## config.mk

```make
export PLATFORM = sky130hd
export DESIGN_NAME = operand_collector6
export DESIGN_NICKNAME = d
export VERILOG_FILES = /design/src/rtl/opcol_pkg.sv /design/src/rtl/operand_sum6.sv /design/src/rtl/operand_collector6.sv
export SDC_FILE = /design/constraint.sdc
export NUM_CORES = 1
export LEC_CHECK = 0
export CORE_MARGIN = 3
export CORE_UTILIZATION = 41
export CTS_BUF_LIST = sky130_fd_sc_hd__clkbuf_8
export DETAILED_ROUTE_END_ITERATION = 16
export GPL_TIMING_DRIVEN = 0
export MAX_ROUTING_LAYER = met4
export SKIP_CTS_REPAIR_TIMING = 1
export SKIP_LAST_GASP = 1
export SYNTH_ARGS = -nofsm -noshare
export SYNTH_HDL_FRONTEND = slang
export SYNTH_SLANG_ARGS = --single-unit
```

## constraint.sdc

```tcl
create_clock -name clk -period 7.4 [get_ports clk]
set_input_delay 0.74 -clock clk [delete_from_list [all_inputs] [get_ports clk]]
set_output_delay 0.74 -clock clk [all_outputs]
set_load 0.1 [all_outputs]
```

## src/rtl/opcol_pkg.sv

```systemverilog
// Shared types and constants for the six-operand collector and its carry-save summing tree.
package opcol_pkg;

  localparam int unsigned OPW  = 8;
  localparam int unsigned NOPS = 6;
  localparam int unsigned SUMW = 11;

  typedef logic [OPW-1:0]  operand_t;
  typedef logic [SUMW-1:0] sum_t;

  // Bit-column form: [column i][operand k] = bit i of operand k.
  typedef logic [OPW-1:0][NOPS-1:0] col_matrix_t;

  typedef enum logic [1:0] {COLLECT, SUM, OUT} state_t;

  // 3:2 compressor over full-width vectors.
  function automatic sum_t csa_sum(input sum_t a, input sum_t b, input sum_t c);
    return a ^ b ^ c;
  endfunction

  // The shift cannot drop a set bit: the group total stays below 2**SUMW.
  function automatic sum_t csa_carry(input sum_t a, input sum_t b, input sum_t c);
    return ((a & b) | (a & c) | (b & c)) << 1;
  endfunction

endpackage

```

## src/rtl/operand_sum6.sv

```systemverilog
// Purely combinational six-operand carry-save tree with a final carry-propagate adder.
module operand_sum6
  import opcol_pkg::*;
(
  input  col_matrix_t cols_i,
  output sum_t        sum_o
);

  sum_t ops [NOPS];
  sum_t s_abc, c_abc, s_def, c_def;
  sum_t s_mid, c_mid, s_fin, c_fin;

  // Rebuild zero-extended operand rows from the bit columns.
  always_comb begin
    for (int k = 0; k < NOPS; k++) begin
      ops[k] = '0;
      for (int i = 0; i < OPW; i++) begin
        ops[k][i] = cols_i[i][k];
      end
    end
  end

  assign s_abc = csa_sum(ops[0], ops[1], ops[2]);
  assign c_abc = csa_carry(ops[0], ops[1], ops[2]);
  assign s_def = csa_sum(ops[3], ops[4], ops[5]);
  assign c_def = csa_carry(ops[3], ops[4], ops[5]);

  assign s_mid = csa_sum(s_abc, c_abc, s_def);
  assign c_mid = csa_carry(s_abc, c_abc, s_def);

  assign s_fin = csa_sum(s_mid, c_mid, c_def);
  assign c_fin = csa_carry(s_mid, c_mid, c_def);

  assign sum_o = s_fin + c_fin;

endmodule

```

## src/rtl/operand_collector6.sv

```systemverilog
// Collects six 8-bit operands, sums them through operand_sum6 and returns an 11-bit result.
// Define OPERAND_COLLECTOR_FLUSH_EN to add in_last, which closes a group early.
module operand_collector6
  import opcol_pkg::*;
(
  input  logic           clk,
  input  logic           rst,
  input  logic           in_valid,
  output logic           in_ready,
  input  logic [OPW-1:0] in_data,
`ifdef OPERAND_COLLECTOR_FLUSH_EN
  input  logic           in_last,
`endif
  output logic           out_valid,
  input  logic           out_ready,
  output logic [SUMW-1:0] out_sum,
  output logic [2:0]     out_count
);

  localparam logic [2:0] LastIdx = 3'(NOPS - 1);

  state_t                  state_q, state_d;
  logic [2:0]              idx_q, idx_d;
  operand_t [NOPS-1:0]     ops_q, ops_d;
  logic                    in_ready_q, in_ready_d;
  logic                    out_valid_q, out_valid_d;
  sum_t                    out_sum_q, out_sum_d;
  logic [2:0]              out_count_q, out_count_d;
`ifdef OPERAND_COLLECTOR_FLUSH_EN
  logic [2:0]              grp_cnt_q, grp_cnt_d;
`endif

  col_matrix_t cols;
  sum_t        tree_sum;
  logic        close_grp;

  always_comb begin
    cols = '0;
    for (int i = 0; i < OPW; i++) begin
      for (int k = 0; k < NOPS; k++) begin
        cols[i][k] = ops_q[k][i];
      end
    end
  end

  operand_sum6 u_sum6 (
    .cols_i (cols),
    .sum_o  (tree_sum)
  );

`ifdef OPERAND_COLLECTOR_FLUSH_EN
  assign close_grp = (idx_q == LastIdx) || in_last;
`else
  assign close_grp = (idx_q == LastIdx);
`endif

  always_comb begin
    state_d     = state_q;
    idx_d       = idx_q;
    ops_d       = ops_q;
    in_ready_d  = in_ready_q;
    out_valid_d = out_valid_q;
    out_sum_d   = out_sum_q;
    out_count_d = out_count_q;
`ifdef OPERAND_COLLECTOR_FLUSH_EN
    grp_cnt_d   = grp_cnt_q;
`endif
    unique case (state_q)
      COLLECT: begin
        if (in_valid && in_ready_q) begin
          for (int k = 0; k < NOPS; k++) begin
            if (idx_q == 3'(k)) ops_d[k] = in_data;
          end
          idx_d = idx_q + 3'd1;
          if (close_grp) begin
            idx_d      = '0;
            in_ready_d = 1'b0;
            state_d    = SUM;
`ifdef OPERAND_COLLECTOR_FLUSH_EN
            grp_cnt_d  = idx_q + 3'd1;
`endif
          end
        end
      end
      SUM: begin
        out_sum_d   = tree_sum;
`ifdef OPERAND_COLLECTOR_FLUSH_EN
        out_count_d = grp_cnt_q;
`else
        out_count_d = 3'(NOPS);
`endif
        state_d     = OUT;
      end
      OUT: begin
        // out_valid rises one cycle after entering OUT; handshake only once it is visible.
        if (out_valid_q && out_ready) begin
          out_valid_d = 1'b0;
          ops_d       = '0;
          in_ready_d  = 1'b1;
          state_d     = COLLECT;
        end else begin
          out_valid_d = 1'b1;
        end
      end
      default: state_d = COLLECT;
    endcase
  end

  always_ff @(posedge clk) begin
    if (rst) begin
      state_q     <= COLLECT;
      idx_q       <= '0;
      ops_q       <= '0;
      in_ready_q  <= 1'b1;
      out_valid_q <= 1'b0;
      out_sum_q   <= '0;
      out_count_q <= '0;
`ifdef OPERAND_COLLECTOR_FLUSH_EN
      grp_cnt_q   <= '0;
`endif
    end else begin
      state_q     <= state_d;
      idx_q       <= idx_d;
      ops_q       <= ops_d;
      in_ready_q  <= in_ready_d;
      out_valid_q <= out_valid_d;
      out_sum_q   <= out_sum_d;
      out_count_q <= out_count_d;
`ifdef OPERAND_COLLECTOR_FLUSH_EN
      grp_cnt_q   <= grp_cnt_d;
`endif
    end
  end

  assign in_ready  = in_ready_q;
  assign out_valid = out_valid_q;
  assign out_sum   = out_sum_q;
  assign out_count = out_count_q;

endmodule
```

; ---- Word-level counts from Yosys, hierarchy flattened
; Index checks and enable logic that the tools add are counted.
[word_totals]
register_bits = 67
inputBits = 12
elab_cells = 89
[op_classes]
addsub = 2
n_eq_ne = 15
muxes = 19
bitwise = 28
n_reduce_logical = 13
[op_table]
columns = operator, n
row1 = 48-bit two-way mux, 2
row2 = 48-bit case mux with 2 select lines, 1
row3 = 10-bit AND, 6
row4 = 10-bit bitwise OR, 6
row5 = 8-bit AND, 6
row6 = 8-bit two-way mux, 6
row7 = 11-bit bitwise XOR, 3
row8 = 8-bit bitwise XOR, 4
row9 = 4-bit AND reduction, 6
row10 = 10-bit by 8-bit bitwise OR with 10-bit output, 2
row11 = 2-bit != test (second input constant), 8
row12 = 11-bit adder, 1
row13 = 11-bit by 8-bit bitwise XOR with 11-bit output, 1
row14 = 3-bit by 2-bit == test with 1-bit output (second input constant), 2
row15 = 3-bit == test (second input constant), 2
row16 = 2-bit two-way mux, 3
row17 = 2-bit case mux with 3 select lines, 1
row18 = 1-bit two-way mux, 4
row19 = 3-bit by 1-bit adder with 3-bit output (second input constant), 1
row20 = 3-bit by 1-bit == test with 1-bit output (second input constant), 1
row21 = 3-bit zero test, 1
row22 = 3-bit two-way mux, 1
row23 = 3-bit AND reduction, 1
row24 = 2-bit by 1-bit == test with 1-bit output (second input constant), 1
row25 = other kinds (6), 7

; ---- Longest topological paths before layout
; Gate-level depths: netlist of run 1.
[logic_depth]
ltp_word = 10
mapped_depth = 13
depth_no_buf = 13

; ---- Cells and area by module
; A second synthesis of run 1 with hierarchy kept.
[hier_totals]
hier_cells = 344
hier_area_um2 = 3701.0
[modules_own_cells]
columns = module, n_inst, cells_each, area_each_um2, seq_area_each_um2
row1 = operand_collector6, 1, 264, 2738.9, 1341.3
row2 = operand_sum6, 1, 80, 962.2, 0.0

; ---- Worst setup path before layout of run 1
; No wires, ideal clock.
[synth_timing]
path_type = register to register
startpoint = register ops_q, in the netlist cols[12]
endpoint = register out_sum_q[10], in the netlist out_sum[10]
setup_ps = 133
arrival_ps = 2968
required_time_ps = 7267
setup_slack_ps = 4299
path_stages_with_launch = 10
period_less_slack_ps = 3101
path_cell_list = dfxtp_1 -> fa_1 -> fa_1 -> fa_1 -> ha_1 -> fa_1 -> a21oi_1 -> o22ai_1 -> o2111ai_1 -> a31oi_1
[synth_between]
elab_chain_len = 10
[synth_rtl]
columns = item, line_no
row1 = from (decl), operand_collector6.sv:24  ; operand_t [NOPS-1:0] ops_q, ops_d;
row2 = from (signal assigned), operand_collector6.sv:124  ; ops_q <= ops_d;
row3 = 8-bit AND, opcol_pkg.sv:23  ; return ((a & b) | (a & c) | (b & c)) << 1;
row4 = 10-bit bitwise OR, opcol_pkg.sv:23
row5 = 10-bit by 8-bit bitwise OR with 10-bit output, opcol_pkg.sv:23
row6 = 10-bit AND, opcol_pkg.sv:23
row7 = 10-bit bitwise OR (2 in a row), opcol_pkg.sv:23
row8 = 10-bit AND, opcol_pkg.sv:23
row9 = 10-bit bitwise OR (2 in a row), opcol_pkg.sv:23
row10 = 11-bit adder *, operand_sum6.sv:34  ; assign sum_o = s_fin + c_fin;
row11 = to (signal assigned), operand_collector6.sv:127  ; out_sum_q <= out_sum_d;
row12 = to (decl), operand_collector6.sv:27  ; sum_t out_sum_q, out_sum_d;
; Mark *: on every way between the ends. The rest lies on a longest branch, timed or not.
; A chain may end at the register's enable or synchronous reset.

; ---- Worst setup path in the final report of run 1
; Ends and elaborated chain as after synthesis.

==> flow_metrics.env, run 1 <==
export IMPL_outcome="finished, final reports clean"
export IMPL_clk_latency_ps=350
export IMPL_crit_fanout=3
export IMPL_final_cell_mix="dfxtp_1 (67), nand2_1 (61), mux2i_1 (41), inv_1 (38), fa_1 (32)"
export IMPL_arrival_ps=3580
export IMPL_slew_violations=0
export IMPL_required_ps=7610
export IMPL_r2r_start="cols[12]"
export IMPL_core_sq_um=8380
export IMPL_regArea_sq_um=1340
export IMPL_cts_buffer_depth=2
export IMPL_dp_hpwl_um=5810
export IMPL_hold_path_class="reg2reg"
export IMPL_cap_viol_max_count=0
export IMPL_num_antenna_cells=0
export IMPL_slowest_stage="fa_1"
export IMPL_clk_pin_slew_ps=80
export IMPL_fp_dieArea_sq_um=9920
export IMPL_cpMostUsedCell="fa_1"
export IMPL_place_port_buffers=26
export IMPL_regToRegSetupSlack_ps=4030
export IMPL_drtPass1Iterations=4
export IMPL_total_power_mw=0.771
export IMPL_io_pins=28
export IMPL_die_w_um=99.6
export IMPL_hold_viol=0
export IMPL_routed_wl_um=8050
export IMPL_synth_edf_count=0
export IMPL_gp_congestion=0.791
export IMPL_async_flop_share=0
export IMPL_setup_tns_ps=0
export IMPL_cts_tree="built"
export IMPL_netSwitchingPower_mw=0.205
export IMPL_cts_sinks=67
export IMPL_setup_violations=0
export IMPL_drive_gt1_frac=0.0655
export IMPL_power_density_nw_per_um2=184
export IMPL_avgSynthCellArea_sq_um=10.1
export IMPL_timing_critical_path_from="cols[12]"
export IMPL_sw_frac_of_total=0.265
export IMPL_yosysSeqAreaShare=0.373
export IMPL_synthesis_nets=408
export IMPL_areaGrowthSynthToFinish_pct=16.3
export IMPL_seq_power_share=0.487
export IMPL_grt_pass1_vias=2572
export IMPL_drc_errors=0
export IMPL_r2r_cells=9
export IMPL_tightest_slew_ps=968
export IMPL_final_common_cell="dfxtp_1"
export IMPL_cts_root_buffer="clkbuf_8"
export IMPL_p_int_mw=0.566
export IMPL_num_vias=2643
export IMPL_multi_input_area_sq_um=2040
export IMPL_drtIter0Drc=149
export IMPL_grt_pass1_wl_um=12900
export IMPL_worstHoldPathCells=2
export IMPL_yosysWarnings=0
export IMPL_grt_use_total=0.177
export IMPL_p_clk_frac=0.393
export IMPL_viasPerCell=5.26
export IMPL_r2r_end="out_sum[10]"
export IMPL_antenna_found_initial=0
export IMPL_num_fill_cells=795
export IMPL_max_freq_ghz=0.297
export IMPL_yosys_cell_types_count=47
export IMPL_start_kind="flop"
export IMPL_htreeDepth=3
export IMPL_min_period_ps=3370
export IMPL_grt_overflow=0
export IMPL_grt_max_degree=12
export IMPL_ys_ff_latch=67
export IMPL_nets=445
export IMPL_synthCells=355
export IMPL_rsz0062_at_grt="false"
export IMPL_end_kind="flop"
export IMPL_final_period_utilization=0.456
export IMPL_crit_type="reg2reg"
export IMPL_synth_ff_type="dfxtp_1"
export IMPL_ant_nets=0
export IMPL_wl_per_cell_um=16.0
export IMPL_path_cells="fa_1 -> fa_1 -> fa_1 -> ha_1 -> fa_1 -> a21oi_1 -> o22ai_1 -> o2111ai_1 -> a31oi_1"
export IMPL_vdd_ir_drop_max_v=0.000133
export IMPL_die_h_um=99.6
export IMPL_worstHoldStart="out_sum[2]"
export IMPL_start_util=0.429
export IMPL_numCtsBuffers=9
export IMPL_p_comb_frac=0.120
export IMPL_rows=33
export IMPL_relSlewSlack=0.353
export IMPL_path_delay_family="adder cells"
export IMPL_p_leak_nw=1.86
export IMPL_crit_buf_inv=0
export IMPL_cp_slowest_stage_delay_ps=530
export IMPL_synth_area_sq_um=3590
export IMPL_hold_end="out_sum[2]"
export IMPL_clock_skew_ps=13.1
==> worst max-delay path by stage <==
stage | cells past startpoint | to | slack [ps]
global route | 11 | out_sum[10] | 3860
floorplan | 9 | out_sum[10] | 4300
detailed placement | 9 | out_sum[10] | 4050
finish | 9 | out_sum[10] | 4030
global placement | 9 | out_sum[10] | 4040
CTS | 9 | out_sum[10] | 4030
==> flip-flops by register name (all words and copies together), names as in the netlist <==
signal / count
cols: 48
out_sum: 11
idx_q: 3
state_q: 2
in_ready: 1
out_count: 1
out_valid: 1
==> through the flow <==
step                utilization  hold slack (ps)  std cells  worst slack, ps  cell area [sq um]
floorplan                     -              439        355             4300               3590
global placement          0.475              443        486             4040               3980
detailed placement        0.475              448        486             4050               3980
CTS                       0.499              459        502             4030               4180
global route              0.499              476        502             3860               4180
finish                    0.499              456        502             4030               4180
==> final cells by class <==
class,instances,area share
Clock inverter,6,0.0138
Buffer,14,0.0177
Multi-Input combinational cell,238,0.489
Timing Repair Buffer,26,0.0623
Sequential cell,67,0.321
Inverter,36,0.0323
Clock buffer,10,0.0329
Tap cell,105,0.0314
==> per-layer routing <==
layer  up-vias  GRT usage  share of wire  wire (um)
met1      1303      0.230           0.46       3690
met5         -          -              0          0
met3        12     0.0456          0.056        449
met2        66      0.273           0.47       3770
met4         0     0.0536          0.017        138
li1       1262          -              -          -
==> cell usage after synthesis (all sizes together), types with 2 or more instances <==
| cell type | count | area share |
|---|---|---|
| a211oi | 3 | 0.0063 |
| inv | 36 | 0.038 |
| and3 | 3 | 0.0052 |
| nand2 | 61 | 0.064 |
| or4 | 2 | 0.0042 |
| nor2 | 11 | 0.011 |
| nand3 | 8 | 0.011 |
| o21a | 2 | 0.0042 |
| nand4b | 2 | 0.0049 |
| clkbuf | 5 | 0.0052 |
| mux2i | 41 | 0.11 |
| a22o | 8 | 0.020 |
| fa | 32 | 0.18 |
| nor3b | 2 | 0.0056 |
| o21ai | 10 | 0.026 |
| a31oi | 4 | 0.0070 |
| buf | 9 | 0.015 |
| xnor2 | 2 | 0.0049 |
| o211ai | 3 | 0.0063 |
| ha | 9 | 0.031 |
| a21oi | 11 | 0.018 |
| nor3 | 6 | 0.0084 |
| dfxtp | 67 | 0.37 |
| nand4 | 2 | 0.0035 |
==> power by group through the flow <==
stage,sequential (mW),clock [mW],combinational [mW]
floorplan,0.383,0,0.0653
global placement,0.384,0,0.0924
detailed placement,0.384,0,0.0935
CTS,0.376,0.310,0.0941
global route,0.377,0.324,0.103
finish,0.376,0.303,0.0924
==> tightest hold or removal path, stage by stage (launching register included) <==
cell     delay (ps)
dfxtp_1         310
nand2_1          50
a21oi_1          50
==> cells by family after synthesis <==
group	after synthesis	share of synthesized area
adders and majority gates	41	0.210
DFF	67	0.373
xor gates and xnor gates	2	0.00488
other	1	0.00104
and+or+nand+nor	106	0.137
AOI/OAI and AO/OA	47	0.101
buffers and inverters	50	0.0582
muxes	41	0.114
Note: power is estimated with default switching activity, not from simulation.
==> inputs of run 2 (changes only) <==
Clock period 7.4 ns to 2.9 ns, I/O delays scaled along.
==> run 2 against run 1 <==
Compared with the run above:
- the run now ends with setup timing left
- clock skew barely moved
- global-route usage rose by 0.36 points
- core utilization rose by 1.9 points
- non-clock buffer count rose by 2
- final area rose by 3.9%
- sequential share of layout area fell by 0.97 points
- first-iteration DRC count fell by 32%
- highest routed layer unchanged
==> flow_metrics.env, run 2 (synthesis results as in run 1) <==
export IMPL_routed_wl_um=8240
export IMPL_arrival_ps=3370
export IMPL_slew_violations=0
export IMPL_drtIter0Drc=102
export IMPL_cts_sinks=67
export IMPL_wl_met2_um=3820
export IMPL_final_common_cell="nand2_1"
export IMPL_grt_use_total=0.181
export IMPL_path_cells="fa_1 -> fa_1 -> fa_1 -> ha_4 -> fa_2 -> a21oi_4 -> o22ai_4 -> o2111ai_2 -> a31oi_1"
export IMPL_cts_root_buffer="clkbuf_8"
export IMPL_fp_dieArea_sq_um=9920
export IMPL_start_util=0.429
export IMPL_p_comb_frac=0.142
export IMPL_failed_checks="setup timing"
export IMPL_setup_violations=7
export IMPL_cap_viol_max_count=0
export IMPL_wl_met3_um=342
export IMPL_fin_ws_ps=-264
export IMPL_io_pins=28
export IMPL_final_period_utilization=1.09
export IMPL_whs_ps=458
export IMPL_cts_buffer_depth=2
export IMPL_crit_type="reg2reg"
export IMPL_sw_frac_of_total=0.280
export IMPL_wl_per_cell_um=16.3
export IMPL_setup_tns_ps=-904
export IMPL_die_h_um=99.6
export IMPL_slowest_stage="fa_1"
export IMPL_min_period_ps=3160
export IMPL_placed_area_sq_um=4000
export IMPL_p_int_mw=1.38
export IMPL_cp_slowest_stage_delay_ps=580
export IMPL_areaGrowthSynthToFinish_pct=20.9
export IMPL_num_antenna_cells=0
export IMPL_cpMostUsedCell="fa_1"
export IMPL_netSwitchingPower_mw=0.538
export IMPL_start_kind="flop"
export IMPL_gp_congestion=0.793
export IMPL_clock_skew_ps=13.1
export IMPL_num_vias=2562
export IMPL_path_delay_family="adder cells"
export IMPL_viasPerCell=5.08
export IMPL_hold_viol=0
export IMPL_die_w_um=99.6
export IMPL_place_port_buffers=26
export IMPL_max_freq_ghz=0.316
export IMPL_seq_power_share=0.500
export IMPL_top_layer="met4"
export IMPL_largest_reg_flops=48
export IMPL_drc_errors=0
export IMPL_hold_path_class="reg2reg"
export IMPL_drive_gt1_frac=0.143
export IMPL_end_kind="flop"
export IMPL_rsz0062_at_grt="true"
export IMPL_grt_max_degree=12
export IMPL_outcome="finished with violations"
export IMPL_htreeDepth=3
export IMPL_p_clk_frac=0.358
export IMPL_final_area_sq_um=4340
export IMPL_dp_hpwl_um=5780
export IMPL_total_power_mw=1.92
export IMPL_required_ps=3110
export IMPL_grt_pass1_wl_um=13300
export IMPL_clk_latency_ps=340
export IMPL_antenna_found_initial=0
export IMPL_numCtsBuffers=9
export IMPL_core_sq_um=8380
export IMPL_rows=33
export IMPL_power_density_nw_per_um2=442
export IMPL_tightest_slew_ps=966
export IMPL_cts_tree="built"
export IMPL_crit_fanout=3
export IMPL_ant_nets=0
export IMPL_nets=447
export IMPL_grt_overflow=0
export IMPL_met1Wirelength_um=4010
export IMPL_crit_buf_inv=0
export IMPL_relSlewSlack=0.354
export IMPL_vdd_ir_drop_max_v=0.000264
export IMPL_final_cell_mix="nand2_1 (61), dfxtp_1 (59), mux2i_1 (41), inv_1 (34), fa_1 (30)"
export IMPL_drtPass1Iterations=4
export IMPL_p_leak_nw=1.85
export IMPL_grt_pass1_vias=2623
export IMPL_clk_pin_slew_ps=70
-- run 2: changes by cell type in the layout (fill, tap and decap cells not counted), sizes merged --
cell      before  now
bufinv         1    0
clkinvlp       2    1
clkinv         1    3
buf            9   11
-- run 2: final timing paths --
kind / startpoint / end / slack (ps) / depth (start not counted)
setup / recovery: cols[14] / out_sum[10] / -260 / 9
hold / removal: cols[24] / cols[24] / 460 / 2
setup reg to reg: cols[14] / out_sum[10] / -260 / 9
hold reg to reg: cols[24] / cols[24] / 460 / 2
-- run 2: worst reg2reg max path, cell delays in order, from the launching register on --
cell	delay, ps
dfxtp_2	330
fa_1	510
fa_1	580
fa_1	460
ha_4	200
fa_2	390
a21oi_4	200
o22ai_4	100
o2111ai_2	170
a31oi_1	90
-- run 2: layout make-up --
class	count	area [sq um]
fill	791	4040
clock inverter	6	33.8
sequential	67	1350
tap	105	131
buffer	14	73.8
multi-input combinational	238	2200
inverter	36	135
timing repair buffer	28	275
clock buffer	10	138
-- run 2: stage by stage --
stage,util,setup WS (ps),cells
finish,0.518,-264,504
global route,0.518,-369,504
CTS,0.498,-331,502
detailed placement,0.477,-315,486
global placement,0.477,-297,486
floorplan,-,-99.7,355
-- run 2: power by group through the flow --
stage	logic, mW	clock network, mW	registers [mW]
finish	0.272	0.688	0.959
global route	0.302	0.742	0.963
CTS	0.243	0.710	0.959
detailed placement	0.242	0	0.980
global placement	0.238	0	0.979
floorplan	0.169	0	0.978
-- run 2: metal layers --
layer,global-route usage,up-vias
li1,-,1257
met1,0.249,1250
met2,0.272,46
met3,0.0442,9
met4,0.0410,0
met5,-,-
